$ cat src/rtl/polar_fir_tap_accumulator.sv
// ============================================================================
//  Module   : polar_fir_tap_accumulator
//  Purpose  : Sums NUM_TAPS signed tap products per block, rounds half up,
//             scales by FRAC_SHIFT and emits one sample on a valid/ready port.
//             Define POLAR_FIR_ACC_SAT_EN to clamp instead of wrap the output.
//  Revision : 1.0 - initial release
// ============================================================================
`default_nettype none

module polar_fir_tap_accumulator #(
  parameter int PROD_W     = 36,
  parameter int ACC_W      = 44,
  parameter int NUM_TAPS   = 16,
  parameter int FRAC_SHIFT = 11,
  parameter int OUT_W      = 24
) (
  input  logic              clk,
  input  logic              reset_n,
  input  logic              ce,
  input  logic              in_valid,
  input  logic [PROD_W-1:0] in_prod,
  input  logic              in_last,
  output logic              in_ready,
  output logic              out_valid,
  input  logic              out_ready,
  output logic [OUT_W-1:0]  out_data,
  output logic              out_sat,
  output logic              err,
  input  logic              err_clr
);

  localparam int CNT_W = (NUM_TAPS > 2) ? $clog2(NUM_TAPS) : 1;
  localparam int RND_W = ACC_W + 1;
  localparam logic [CNT_W-1:0] C_LAST_TAP = CNT_W'(NUM_TAPS - 1);
  localparam logic [RND_W-1:0] C_HALF     = RND_W'(1) << (FRAC_SHIFT - 1);

  logic [ACC_W-1:0]        r_acc;
  logic [CNT_W-1:0]        r_tap_cnt;
  logic                    r_out_valid;
  logic [OUT_W-1:0]        r_out_data;
  logic                    r_out_sat;
  logic                    r_err;

  logic                    w_last_tap;
  logic                    w_final_tap;
  logic                    w_accept;
  logic                    w_end_blk;
  logic [ACC_W-1:0]        w_sum;
  logic [RND_W-1:0]        w_rnd;
  logic signed [RND_W-1:0] w_shift;
  logic [OUT_W-1:0]        w_out_d;
  logic                    w_out_s;

  assign w_last_tap  = (r_tap_cnt == C_LAST_TAP);
  assign w_final_tap = in_last | w_last_tap;

  // Only a block-ending tap needs the output slot, so partial sums keep
  // accumulating while the consumer stalls.
  assign in_ready  = ce & ~(r_out_valid & ~out_ready & w_final_tap);
  assign w_accept  = in_valid & in_ready;
  assign w_end_blk = w_accept & w_final_tap;

  assign w_sum   = r_acc + {{(ACC_W-PROD_W){in_prod[PROD_W-1]}}, in_prod};
  // One extra bit keeps the rounding increment from overflowing a full sum.
  assign w_rnd   = {w_sum[ACC_W-1], w_sum} + C_HALF;
  assign w_shift = $signed(w_rnd) >>> FRAC_SHIFT;

`ifdef POLAR_FIR_ACC_SAT_EN
  logic [RND_W-OUT_W:0] w_hi;
  logic                 w_fits;

  assign w_hi    = w_shift[RND_W-1:OUT_W-1];
  assign w_fits  = (&w_hi) | ~(|w_hi);
  assign w_out_d = w_fits ? w_shift[OUT_W-1:0]
                 : (w_shift[RND_W-1] ? {1'b1, {(OUT_W-1){1'b0}}}
                                     : {1'b0, {(OUT_W-1){1'b1}}});
  assign w_out_s = ~w_fits;
`else
  logic w_unused_hi;

  assign w_out_d     = w_shift[OUT_W-1:0];
  assign w_out_s     = 1'b0;
  assign w_unused_hi = ^w_shift[RND_W-1:OUT_W];
`endif

  always_ff @(posedge clk or negedge reset_n) begin
    if (!reset_n) begin
      r_acc       <= '0;
      r_tap_cnt   <= '0;
      r_out_valid <= 1'b0;
      r_out_data  <= '0;
      r_out_sat   <= 1'b0;
      r_err       <= 1'b0;
    end else if (ce) begin
      if (w_end_blk) begin
        r_acc      <= '0;
        r_tap_cnt  <= '0;
        r_out_data <= w_out_d;
        r_out_sat  <= w_out_s;
      end else if (w_accept) begin
        r_acc     <= w_sum;
        r_tap_cnt <= r_tap_cnt + CNT_W'(1);
      end

      if (w_end_blk) begin
        r_out_valid <= 1'b1;
      end else if (out_ready) begin
        r_out_valid <= 1'b0;
      end

      if (w_accept && (in_last != w_last_tap)) begin
        r_err <= 1'b1;
      end else if (err_clr) begin
        r_err <= 1'b0;
      end
    end
  end

  assign out_valid = r_out_valid;
  assign out_data  = r_out_data;
  assign out_sat   = r_out_sat;
  assign err       = r_err;

endmodule

`default_nettype wire
$ cat config.mk
export PLATFORM = sky130hd
export DESIGN_NAME = polar_fir_tap_accumulator
export DESIGN_NICKNAME = d
export VERILOG_FILES = /design/src/rtl/polar_fir_tap_accumulator.sv
export SDC_FILE = /design/constraint.sdc
export NUM_CORES = 1
export LEC_CHECK = 0
export BUFFER_PORTS_ARGS = -buffer_cell sky130_fd_sc_hd__buf_2
export CORE_MARGIN = 2
export CORE_UTILIZATION = 30
export CTS_CLUSTER_DIAMETER = 60
export DETAILED_ROUTE_END_ITERATION = 7
export GPL_TIMING_DRIVEN = 0
export MAX_ROUTING_LAYER = met4
export PLACE_DENSITY = 0.45
export RECOVER_POWER = 25
export SLEW_MARGIN = 10
export SYNTH_ARGS = -nofsm -noshare
export SYNTH_HDL_FRONTEND = slang
export SYNTH_SLANG_ARGS = --single-unit
$ cat constraint.sdc
create_clock -name clk -period 6.53 [get_ports clk]
set_input_delay 0.3265 -clock clk [delete_from_list [all_inputs] [get_ports clk]]
set_output_delay 0.3265 -clock clk [all_outputs]
set_load 0.02 [all_outputs]
==> results.py <==
metrics = {
    "critical_path": {
        "worstSetupPathType": "register to register",
        "rrSetupSlack_ps": 2190,
        "worst_path_max_delay_cell": "a2111oi_0",
        "path_buf_inv": 0,
        "cp-end-kind": "register",
        "crit_chain": "ha_1, fa_1, a211oi_1, o21ai_1, a22oi_2, a21oi_1, o31a_1, a2111oi_0, nand4_1, nand2b_1, o311ai_0, o211ai_1",
        "critPathArrivalTime_ps": 4540,
        "worstPathRequired_ps": 6730,
        "cp_top_family": "compound AO/OA/AOI/OAI gates",
        "max_stage_delay_ps": 730,
        "start_kind": "register",
        "crit_fanout": 5,
    },
    "sta": {
        "slew_headroom_pct": -78.0,
        "worstMarginPinSlew_ps": 2670,
        "post-route-period-util_pct": 66.4,
        "hold_viol": 0,
        "timing.fmax_ghz": 0.231,
        "rsz0062_at_grt": "false",
        "fin_tns_setup_ps": 0,
        "setup_slack_ps": 2190,
        "maxSlewViolCount": 49,
        "period_needed_ps": 4340,
        "final-setup-viol-count": 0,
        "fin_skew_ps": 8.50,
    },
    "floorplan": {
        "io_pins": 71,
        "die_h_um": 136,
        "floorplan.rows": 48,
        "initial_core_util_pct": 30.4,
        "dieArea_mm2": 0.0184,
        "core_mm2": 0.0171,
        "fp.dieW_um": 136,
    },
    "yosys": {
        "synth_ff_type": "dfrtp_1",
        "yosys_register_bits": 65,
        "synth_edf_count": 0,
        "synthDominantCellAreaShare_pct": 31.3,
        "synth_top_area_cell": "dfrtp_1",
        "yosysSeqAreaShare_pct": 31.3,
        "netlist_instances": 626,
        "synth_warnings": 0,
        "synth_simple_gate_area_share_pct": 21.8,
        "synth-xor-area-share_pct": 6.57,
        "synth.area.mux_share_pct": 0.794,
        "avgSynthCellArea_um2": 8.30,
        "syn-num-nets": 707,
        "synth_top_family_by_area": "compound AO/OA/AOI/OAI gates",
        "synth_area_leaders": "dfrtp_1 31%, ha_1 8.9%, nand2_1 7.4%",
        "synthAdderAreaFrac_pct": 9.29,
        "synth.distinct_cells": 72,
        "netlist_area_mm2": 0.00520,
        "synth_compound_area_share_pct": 27.0,
        "synthArstFlopShare_pct": 100,
    },
    "routing": {
        "vias_per_cell": 5.32,
        "drt_drc_violations_left": 0,
        "vias": 4977,
        "wirelength_um": 16000,
        "ant_nets": 0,
        "drt_iter0_markers": 245,
        "routedWlPerCell_um": 17.1,
        "first_pass_iters": 5,
    },
    "place": {
        "pre_cts_ws_ps": 2100,
        "numPortBuffers": 68,
        "dpl.cell_count": 920,
        "gp_congestion": 0.898,
        "dpl.hpwl_um": 12900,
    },
    "clocking": {
        "cts-htree-levels": 3,
        "clk_pin_slew_ps": 60,
        "hold_buffers": 1,
        "clkLatencyLatePin_ps": 340,
        "clockBufferDepth": 2,
        "cts.sinks": 65,
        "postCtsSetupBuffers": 0,
        "clock-root-buffer": "clkbuf_16",
        "cts_made_buffers": 9,
        "ctsResizeCount": 0,
        "cts_tree": "built",
    },
    "hold_path": {
        "hp-class": "input port to register",
    },
    "global_route": {
        "grt_usage_pct": 18.7,
        "grt_pass1_vias": 4907,
        "grt_max_degree": 49,
        "globalRouteMet1Util_pct": 23.2,
        "grt_pass1_wl_um": 25800,
        "grt_antenna_before_repair": 0,
        "use_met3_pct": 2.99,
        "overflow": 0,
        "grt.met2_usage_pct": 31.3,
        "grt.busiest_layer": "met2",
    },
    "pwr": {
        "power_mw": 2.81,
        "p_per_area_mw_per_mm2": 460,
        "p_leak_nw": 2.79,
        "ir_drop_mv": 0.187,
    },
    "final_layout": {
        "seq_area_mm2": 0.00163,
        "final_common_cell": "nand2_1",
        "fin_nets": 788,
        "syn2layout_area_growth_pct": 17.3,
        "insertedDiodeCount": 0,
        "multiInputGateArea_mm2": 0.00341,
        "drive_above_1_share_pct": 14.9,
        "fillers": 1834,
        "fin_cells": 936,
        "layout_common_cells": "103 x nand2_1, 73 x buf_2, 65 x dfrtp_1, 57 x o21ai_0, 47 x a21oi_1",
    },
    "run_status": {
        "violations": "max-capacitance violations, max-slew violations",
        "status": "finished, violations left",
    },
    "run": {
        "cap_violations": 1,
    },
}
worst register-to-register path, stage by stage, from the launching register on:
cell and delay [ps]:
dfrtp_1 380, ha_1 210, fa_1 430, a211oi_1 350, o21ai_1 180, a22oi_2 310
a21oi_1 150, o31a_1 340, a2111oi_0 730, nand4_1 410, nand2b_1 270, o311ai_0 300
o211ai_1 140
cells by family after synthesis:
family,count (synthesis)
DFF,65
and+or+nand+nor,230
other,1
muxes,4
adders and majority gates,38
buffers and inverters,36
xor gates and xnor gates,39
AOI/OAI and AO/OA,213
layout make-up:
| cell class | count | share of cell area [%] |
|---|---|---|
| Timing Repair Buffer | 70 | 5.79 |
| Sequential cell | 65 | 26.7 |
| Inverter | 8 | 0.493 |
| Buffer | 28 | 2.22 |
| Clock inverter | 3 | 0.287 |
| Clock buffer | 12 | 4.04 |
| Multi-Input combinational cell | 525 | 55.9 |
| Tap cell | 225 | 4.62 |
final timing paths:
kind	startpoint	to	cells after the start
setup / recovery	r_acc[0]	out_data[23]	12
hold / removal	out_ready	out_valid	4
setup reg to reg	r_acc[0]	out_data[23]	12
hold reg to reg	out_data[0]	out_data[0]	2
max in group asynchronous	reset_n	out_data[22]	3
min in group asynchronous	reset_n	r_acc[8]	2
cell usage after synthesis (3+ instances only):
library cell / count
a2111oi_0: 3
a22o_1: 19
nand3_1: 16
a211oi_1: 7
nor2b_1: 6
buf_2: 6
o21ai_1: 5
buf_4: 4
o311ai_0: 5
dfrtp_1: 65
xor2_1: 22
nand2_2: 3
nor2_1: 27
xnor2_1: 17
nand2b_1: 7
o211ai_1: 8
nor4_1: 7
a21o_1: 21
nor3b_1: 4
o21ai_0: 57
and2_1: 9
nand3b_1: 4
or3_1: 5
nor3_1: 10
and3_1: 4
nand2_1: 103
ha_1: 37
and4_1: 3
inv_1: 8
o21a_1: 5
clkbuf_1: 16
mux2i_1: 3
a21boi_0: 5
nand4_1: 10
a21oi_1: 47
stage by stage:
| step | hold slack, ps | util (%) | instance area [um2] |
|---|---|---|---|
| after floorplan | 30.9 | - | 5200 |
| after CTS | 257 | 35.8 | 6120 |
| after detailed placement | 236 | 34.2 | 5850 |
| after global routing | 278 | 35.6 | 6100 |
| after global placement | 464 | 34.0 | 5820 |
| final | 262 | 35.6 | 6100 |
metal layers:
layer | vias up | share of wire (%)
li1 | 2486 | -
met1 | 2361 | 46
met2 | 109 | 48
met5 | - | 0
met3 | 21 | 3.8
met4 | 0 | 2.2
registers in the layout, summed over array words and instances (netlist names):
register	count
out_valid	1
out_data	24
err	1
r_tap_cnt	4
r_acc	35
where the power goes:
part / leakage [nW] / internal (mW) / switching [mW]
Sequential: 0.828 / 0.562 / 0.100
Combinational: 1.84 / 0.632 / 1.06
Clock: 0.128 / 0.264 / 0.187
Note: power is estimated with default switching activity, not from simulation.
